<file path="config.mk">
export PLATFORM = sky130hd
export DESIGN_NAME = udp_tx
export DESIGN_NICKNAME = d
export VERILOG_FILES = /design/src/rtl/udp_tx.sv
export SDC_FILE = /design/constraint.sdc
export NUM_CORES = 1
export LEC_CHECK = 0
export ABC_AREA = 0
export CAP_MARGIN = 20
export CORE_MARGIN = 1
export CORE_UTILIZATION = 25
export CTS_BUF_LIST = sky130_fd_sc_hd__clkbuf_16
export DETAILED_ROUTE_END_ITERATION = 12
export DONT_BUFFER_PORTS = 1
export PLACE_DENSITY_LB_ADDON = 0.1
export SYNTH_ARGS = -nofsm -noshare
export SYNTH_HDL_FRONTEND = slang
export SYNTH_SLANG_ARGS = --single-unit
</file>
<file path="constraint.sdc">
create_clock -name i_gmii_tx_clk -period 5 [get_ports i_gmii_tx_clk]
set_input_delay 0.25 -clock i_gmii_tx_clk [delete_from_list [all_inputs] [get_ports i_gmii_tx_clk]]
set_output_delay 0.25 -clock i_gmii_tx_clk [all_outputs]
set_load 0.05 [all_outputs]
</file>
<file path="src/rtl/udp_tx.sv">
// udp_tx: GMII transmit framer that wraps a payload in Ethernet II / IPv4 / UDP headers.
// Optional feature macro: UDP_TX_CRC_EN appends the Ethernet FCS internally; without it the FCS is added downstream.
module udp_tx #(
    parameter logic [47:0] BOARD_MAC     = 48'h001122334455,
    parameter logic [31:0] BOARD_IP      = {8'd192, 8'd168, 8'd1, 8'd10},
    parameter logic [47:0] DES_MAC       = 48'hffffffffffff,
    parameter logic [31:0] DES_IP        = {8'd192, 8'd168, 8'd1, 8'd102},
    parameter logic [15:0] BOARD_PORTNUM = 16'd1010,
    parameter logic [15:0] DES_PORTNUM   = 16'd1010
) (
    input  logic        i_gmii_tx_clk,
    input  logic        i_sys_rst,
    input  logic        i_tx_start,
    input  logic [15:0] i_tx_byte_num,
    input  logic [7:0]  i_tx_data,
    output logic        o_tx_req,
    output logic        o_gmii_tx_en,
    output logic [7:0]  o_gmii_tx_data,
    output logic        o_tx_done,
    output logic        o_busy
);

    localparam logic [15:0] MAX_LEN     = 16'd1472;
    localparam logic [15:0] MIN_PAYLOAD = 16'd18;

    typedef enum logic [3:0] {
        IDLE, CHECKSUM, PREAMBLE, ETH_HEAD, IP_HEAD, UDP_HEAD, TX_DATA, PAD, FCS, IFG
    } state_t;

    state_t      state_q, state_d, after_payload;
    logic [15:0] cnt_q, cnt_d;
    logic [15:0] len_q, len_d;
    logic [15:0] ident_q, ident_d;
    logic [15:0] req_left_q, req_left_d;
    logic [19:0] sum_q, sum_d;
    logic [15:0] csum_q, csum_d;
    logic [15:0] fold2;
    logic        req_q, req_d;
    logic        en_q, en_d;
    logic [7:0]  data_q, data_d;
    logic        done_q, done_d;
    logic        busy_q, busy_d;

    logic [15:0]       ip_total_len, udp_len;
    logic [0:13][7:0]  eth_b;
    logic [0:19][7:0]  ip_b;
    logic [0:7][7:0]   udp_b;

    assign ip_total_len = len_q + 16'd28;
    assign udp_len      = len_q + 16'd8;
    assign eth_b = {DES_MAC, BOARD_MAC, 16'h0800};
    assign ip_b  = {8'h45, 8'h00, ip_total_len, ident_q, 16'h4000, 8'h40, 8'h11,
                    csum_q, BOARD_IP, DES_IP};
    assign udp_b = {BOARD_PORTNUM, DES_PORTNUM, udp_len, 16'h0000};
    assign fold2 = sum_q[15:0] + {12'h000, sum_q[19:16]};

`ifdef UDP_TX_CRC_EN
    logic [31:0]      crc_q, crc_d;
    logic [3:0][7:0]  fcs_b;

    // Reflected CRC-32, one byte per call, LSB of the byte first.
    function automatic logic [31:0] crc32_byte(input logic [31:0] crc, input logic [7:0] b);
        logic [31:0] c;
        c = crc ^ {24'h000000, b};
        for (int i = 0; i < 8; i++) begin
            c = c[0] ? ((c >> 1) ^ 32'hEDB88320) : (c >> 1);
        end
        return c;
    endfunction

    assign fcs_b         = ~crc_q;
    assign after_payload = FCS;
`else
    assign after_payload = IFG;
`endif

    always_comb begin
        // NOTE: every signal gets a default here so no path through the case infers a latch.
        state_d    = state_q;
        cnt_d      = cnt_q + 16'd1;
        len_d      = len_q;
        ident_d    = ident_q;
        sum_d      = sum_q;
        csum_d     = csum_q;
        req_left_d = req_left_q;
        req_d      = 1'b0;
        en_d       = 1'b0;
        data_d     = 8'h00;
        done_d     = 1'b0;
        busy_d     = busy_q;

        // Requests lead the bus by two cycles to cover the source's read latency.
        if (req_left_q != 16'd0) begin
            req_d      = 1'b1;
            req_left_d = req_left_q - 16'd1;
        end

        case (state_q)
            IDLE: begin
                cnt_d = 16'd0;
                if (i_tx_start && i_tx_byte_num != 16'd0 && i_tx_byte_num <= MAX_LEN) begin
                    len_d   = i_tx_byte_num;
                    busy_d  = 1'b1;
                    state_d = CHECKSUM;
                end
            end
            CHECKSUM: begin
                case (cnt_q[1:0])
                    2'd0: sum_d = 20'h04500 + {4'h0, ip_total_len} + {4'h0, ident_q}
                                + 20'h04000 + 20'h04011
                                + {4'h0, BOARD_IP[31:16]} + {4'h0, BOARD_IP[15:0]}
                                + {4'h0, DES_IP[31:16]} + {4'h0, DES_IP[15:0]};
                    2'd1: sum_d = {4'h0, sum_q[15:0]} + {16'h0000, sum_q[19:16]};
                    default: begin
                        csum_d  = ~fold2;
                        state_d = PREAMBLE;
                        cnt_d   = 16'd0;
                    end
                endcase
            end
            PREAMBLE: begin
                en_d   = 1'b1;
                data_d = (cnt_q[2:0] == 3'd7) ? 8'hD5 : 8'h55;
                if (cnt_q == 16'd7) begin
                    state_d = ETH_HEAD;
                    cnt_d   = 16'd0;
                end
            end
            ETH_HEAD: begin
                en_d   = 1'b1;
                data_d = eth_b[cnt_q[3:0]];
                if (cnt_q == 16'd13) begin
                    state_d = IP_HEAD;
                    cnt_d   = 16'd0;
                end
            end
            IP_HEAD: begin
                en_d   = 1'b1;
                data_d = ip_b[cnt_q[4:0]];
                if (cnt_q == 16'd19) begin
                    state_d = UDP_HEAD;
                    cnt_d   = 16'd0;
                end
            end
            UDP_HEAD: begin
                en_d   = 1'b1;
                data_d = udp_b[cnt_q[2:0]];
                if (cnt_q == 16'd6) begin
                    req_d      = 1'b1;
                    req_left_d = len_q - 16'd1;
                end
                if (cnt_q == 16'd7) begin
                    state_d = TX_DATA;
                    cnt_d   = 16'd0;
                end
            end
            TX_DATA: begin
                en_d   = 1'b1;
                data_d = i_tx_data;
                if (cnt_q == len_q - 16'd1) begin
                    // PAD keeps counting from len so it stops at the minimum payload size.
                    if (len_q < MIN_PAYLOAD) begin
                        state_d = PAD;
                    end else begin
                        state_d = after_payload;
                        cnt_d   = 16'd0;
                    end
                end
            end
            PAD: begin
                en_d = 1'b1;
                if (cnt_q == MIN_PAYLOAD - 16'd1) begin
                    state_d = after_payload;
                    cnt_d   = 16'd0;
                end
            end
`ifdef UDP_TX_CRC_EN
            FCS: begin
                en_d   = 1'b1;
                data_d = fcs_b[cnt_q[1:0]];
                if (cnt_q == 16'd3) begin
                    state_d = IFG;
                    cnt_d   = 16'd0;
                end
            end
`endif
            IFG: begin
                if (cnt_q == 16'd12) begin
                    done_d  = 1'b1;
                    busy_d  = 1'b0;
                    ident_d = ident_q + 16'd1;
                    state_d = IDLE;
                    cnt_d   = 16'd0;
                end
            end
            default: begin
                state_d = IDLE;
                cnt_d   = 16'd0;
            end
        endcase

`ifdef UDP_TX_CRC_EN
        crc_d = crc_q;
        if (state_q == PREAMBLE) begin
            crc_d = 32'hFFFFFFFF;
        end else if (state_q inside {ETH_HEAD, IP_HEAD, UDP_HEAD, TX_DATA, PAD}) begin
            crc_d = crc32_byte(crc_q, data_d);
        end
`endif
    end

    always_ff @(posedge i_gmii_tx_clk) begin
        if (i_sys_rst) begin
            state_q    <= IDLE;
            cnt_q      <= 16'd0;
            len_q      <= 16'd0;
            ident_q    <= 16'd0;
            req_left_q <= 16'd0;
            sum_q      <= 20'd0;
            csum_q     <= 16'd0;
            req_q      <= 1'b0;
            en_q       <= 1'b0;
            data_q     <= 8'h00;
            done_q     <= 1'b0;
            busy_q     <= 1'b0;
`ifdef UDP_TX_CRC_EN
            crc_q      <= 32'hFFFFFFFF;
`endif
        end else begin
            // NOTE: non-blocking assignments so every flop samples the pre-edge values.
            state_q    <= state_d;
            cnt_q      <= cnt_d;
            len_q      <= len_d;
            ident_q    <= ident_d;
            req_left_q <= req_left_d;
            sum_q      <= sum_d;
            csum_q     <= csum_d;
            req_q      <= req_d;
            en_q       <= en_d;
            data_q     <= data_d;
            done_q     <= done_d;
            busy_q     <= busy_d;
`ifdef UDP_TX_CRC_EN
            crc_q      <= crc_d;
`endif
        end
    end

    assign o_tx_req       = req_q;
    assign o_gmii_tx_en   = en_q;
    assign o_gmii_tx_data = data_q;
    assign o_tx_done      = done_q;
    assign o_busy         = busy_q;

endmodule
</file>
==> run_results.csv <==
group,metric,value,unit
synth,yosys-top-cells-count,"158 x nor2_1, 115 x dfxtp_1, 115 x nand2_1, 71 x a21oi_1, 66 x xnor2_1",
clocking,cts.sinks,115,
synth,synth_most_common_cell,"nor2_1",
route,routedWlPerCell,19.45,µm
timing,setup_viol,0,
placement,port_buffers,0,
placement,place_congestion,0.8468,
clocking,cts_max_level,4,
die,die_height,186.8,µm
grt,grt_max_degree,85,
timing,rsz0062_at_grt,"false",
clocking,cts_tree,"done",
power,peakVddDrop,0.2435,mV
timing,maxClockFrequency,237.7,MHz
power,p_seq_share,35.5,%
power,power.share.switching,36.11,%
power,intPower,2.173,mW
clocking,cts-buffers-inserted,17,
job,maxCapViolations,0,
critical_path,cp-end-kind,"flip-flop",
route,wl_met1,14.30,mm
die,dieArea,34900,µm²
timing,post-route-period-util,84.15,%
grt,antenna_found_initial,0,
clocking,postCtsHoldBufs,12,
route,first_pass_iters,5,
synth,synth-edff-count,0,
timing,timing.final.ws_setup,0.7927,ns
final_layout,area_growth,12.78,%
critical_path,cp.required,5.31,ns
timing,slew_violations,0,
critical_path,crit_type,"flip-flop to flip-flop",
final_layout,nets,1178,
clocking,clk_transition_reported_paths,0.06,ns
timing,fin_skew,0.009627,ns
synth,synth-async-reset-ratio,0,%
power,power.switching,1.228,mW
synth,yosysWarnings,0,
grt,grt_pass1_vias,7690,
grt,globalRouteOverflowTotal,0,
min_path,hold_path.class,"input port to flip-flop",
die,die_x,186.8,µm
synth,synthFlopType,"dfxtp_1",
route,wl_met3,762,µm
synth,syn_avg_cell_area,7.617,µm²
timing,fin_crit,4.207,ns
grt,track_usage,17.71,%
clocking,postCtsResizedCells,0,
placement,dpl_worst_slack,0.8470,ns
die,fp-row-count,67,
route,first_iter_violations,474,
route,routed.top_layer,"met4",
timing,finalSetupTns,0,ns
route,antenna_left,0,
synth,syn_area,8538,µm²
route,wirelength,30.30,mm
power,combPwrFrac,29.0,%
synth,synth_cell_types,80,
synth,syn-num-nets,1202,
route,drc_errors,0,
synth,postSynthCellCount,1121,
route,wl_met2,14.72,mm
route,vias,7816,
die,start_util,25.46,%
synth,seq_area_frac_synth,26.96,%
final_layout,drive_gt1_share,6.216,%
power,leakage,3.494,nW
synth,synth_top_area_share,26.96,%
clocking,post_cts_buffers,0,
grt,grt_pass1_wl,47.38,mm
timing,finalHoldViolCount,0,
timing,tightest_slew,0.9289,ns
synth,yosys-top-cells-area,"dfxtp_1 27%, ha_1 7.6%, nor2_1 6.9%, xnor2_1 6.8%, nand2_1 5.1%",
power,power_per_cell_area,353.2,nW/µm²
critical_path,worstSetupStartpointType,"flip-flop",
placement,dp_hpwl,22.41,mm
synth,ys_ff_latch,115,
synth,yosys.area.top_type,"dfxtp_1",
route,viasPerCell,5.017,
clocking,insertion_delay,0.44,ns
outcome,status,"finished, final reports clean",
die,core,33530,µm²
power,clkPwrFrac,35.5,%
clocking,cts_buffer_depth,2,
timing,slew_headroom,37.60,%
die,io_pins,39,
critical_path,arrival,4.52,ns
critical_path,crit_fanout,10,
clocking,cts.root.buffer_cell,"clkbuf_16",
final_layout,antenna_cells,0,
-- power by group through the flow --
| stage | clock, mW | combinational, mW | sequential, mW |
|---|---|---|---|
| 2_1_floorplan | 0 | 0.764 | 1.18 |
| 3_3_place_gp | 0 | 0.967 | 1.23 |
| 3_5_place_dp | 0 | 0.969 | 1.22 |
| 4_1_cts | 1.25 | 0.997 | 1.21 |
| 5_1_grt | 1.29 | 1.10 | 1.23 |
| 6_report | 1.21 | 0.986 | 1.21 |
-- per-stage QoR --
| stage | cell area, µm² | hold slack, ns | util (%) | total power [mW] | instances |
|---|---|---|---|---|---|
| after floorplan | 8538 | 0.3972 | - | 1.941 | 1121 |
| after global placement | 8926 | 0.3389 | 26.62 | 2.196 | 1514 |
| after detailed placement | 8926 | 0.3403 | 26.62 | 2.193 | 1514 |
| after CTS | 9629 | 0.002330 | 28.72 | 3.452 | 1558 |
| after global routing | 9629 | 0.01587 | 28.72 | 3.621 | 1558 |
| final | 9629 | 0.01851 | 28.72 | 3.401 | 1558 |
-- cells by family (layout without fill, tap and decap cells) --
logic type / after synthesis / after routing / synth area share [%]
AOI/OAI and AO/OA: 244 / 244 / 18.35
xor gates and xnor gates: 111 / 111 / 11.71
adders and majority gates: 54 / 54 / 8.089
buffers and inverters: 108 / 97 / 4.894
DFF: 115 / 115 / 26.96
muxes: 31 / 31 / 3.869
and+or+nand+nor: 458 / 458 / 26.13
-- cell type report --
class | count | area, µm²
Multi-Input combinational cell | 898 | 5818
Fill cell | 3677 | 23900
Timing Repair Buffer | 24 | 227.7
Tap cell | 448 | 560.5
Inverter | 41 | 153.9
Sequential cell | 115 | 2303
Clock buffer | 17 | 425.4
Clock inverter | 15 | 140.1
-- state kept, by name, indices dropped and copies added, names as in the netlist --
register        flops
o_tx_req            1
cnt_q              16
o_gmii_tx_en        1
o_tx_done           1
o_gmii_tx_data      8
csum_q             16
o_busy              1
ident_q            16
req_left_q         16
state_q             4
sum_q              19
len_q              16
-- path summary, 6_finish.rpt --
path	start	endpoint	slack (ns)	cells past startpoint
min	i_sys_rst	o_gmii_tx_en	0.02	3
max	len_q[4]	sum_q[17]	0.79	13
max reg2reg	len_q[4]	sum_q[17]	0.79	13
min reg2reg	csum_q[13]	csum_q[13]	0.45	2
-- critical path, stage by stage (launching register included) --
cell       delay [ns]
dfxtp_1          0.51
inv_1            0.16
ha_1             0.23
a21boi_0         0.65
xnor2_1          0.21
ha_1             0.32
ha_1             0.35
o21ai_0          0.12
o21ai_0          0.34
a31oi_1          0.21
a2111oi_0        0.48
o21ai_0          0.18
a221oi_1         0.26
nor2_1           0.06
-- layout by cell type, fill, tap and decap left out, drive strengths merged, types with 7 or more instances in the layout --
cell / synthesis / routed
a211oi: 27 / 27
a21o: 7 / 7
a21oi: 71 / 71
a22oi: 7 / 7
a31oi: 14 / 14
and2: 8 / 8
and3: 18 / 18
buf: 13 / 13
clkbuf: 54 / 17
clkinv: 1 / 7
dfxtp: 115 / 115
dlygate4sd3: 0 / 11
ha: 52 / 52
inv: 40 / 42
mux2i: 24 / 24
nand2: 115 / 115
nand2b: 11 / 11
nand3: 25 / 25
nand3b: 7 / 7
nand4: 21 / 21
nor2: 158 / 158
nor2b: 7 / 7
nor3: 34 / 34
nor4: 17 / 17
o211ai: 7 / 7
o21ai: 46 / 46
o22ai: 10 / 10
o31ai: 7 / 7
or3: 13 / 13
or4: 8 / 8
xnor2: 66 / 66
xor2: 43 / 43
-- routing by layer --
layer,GRT usage [%],up-vias
li1,-,3936
met1,22.96,3732
met2,30.21,120
met3,2.520,28
met4,5.485,0
met5,0,-
(Power assumes the default switching activity.)
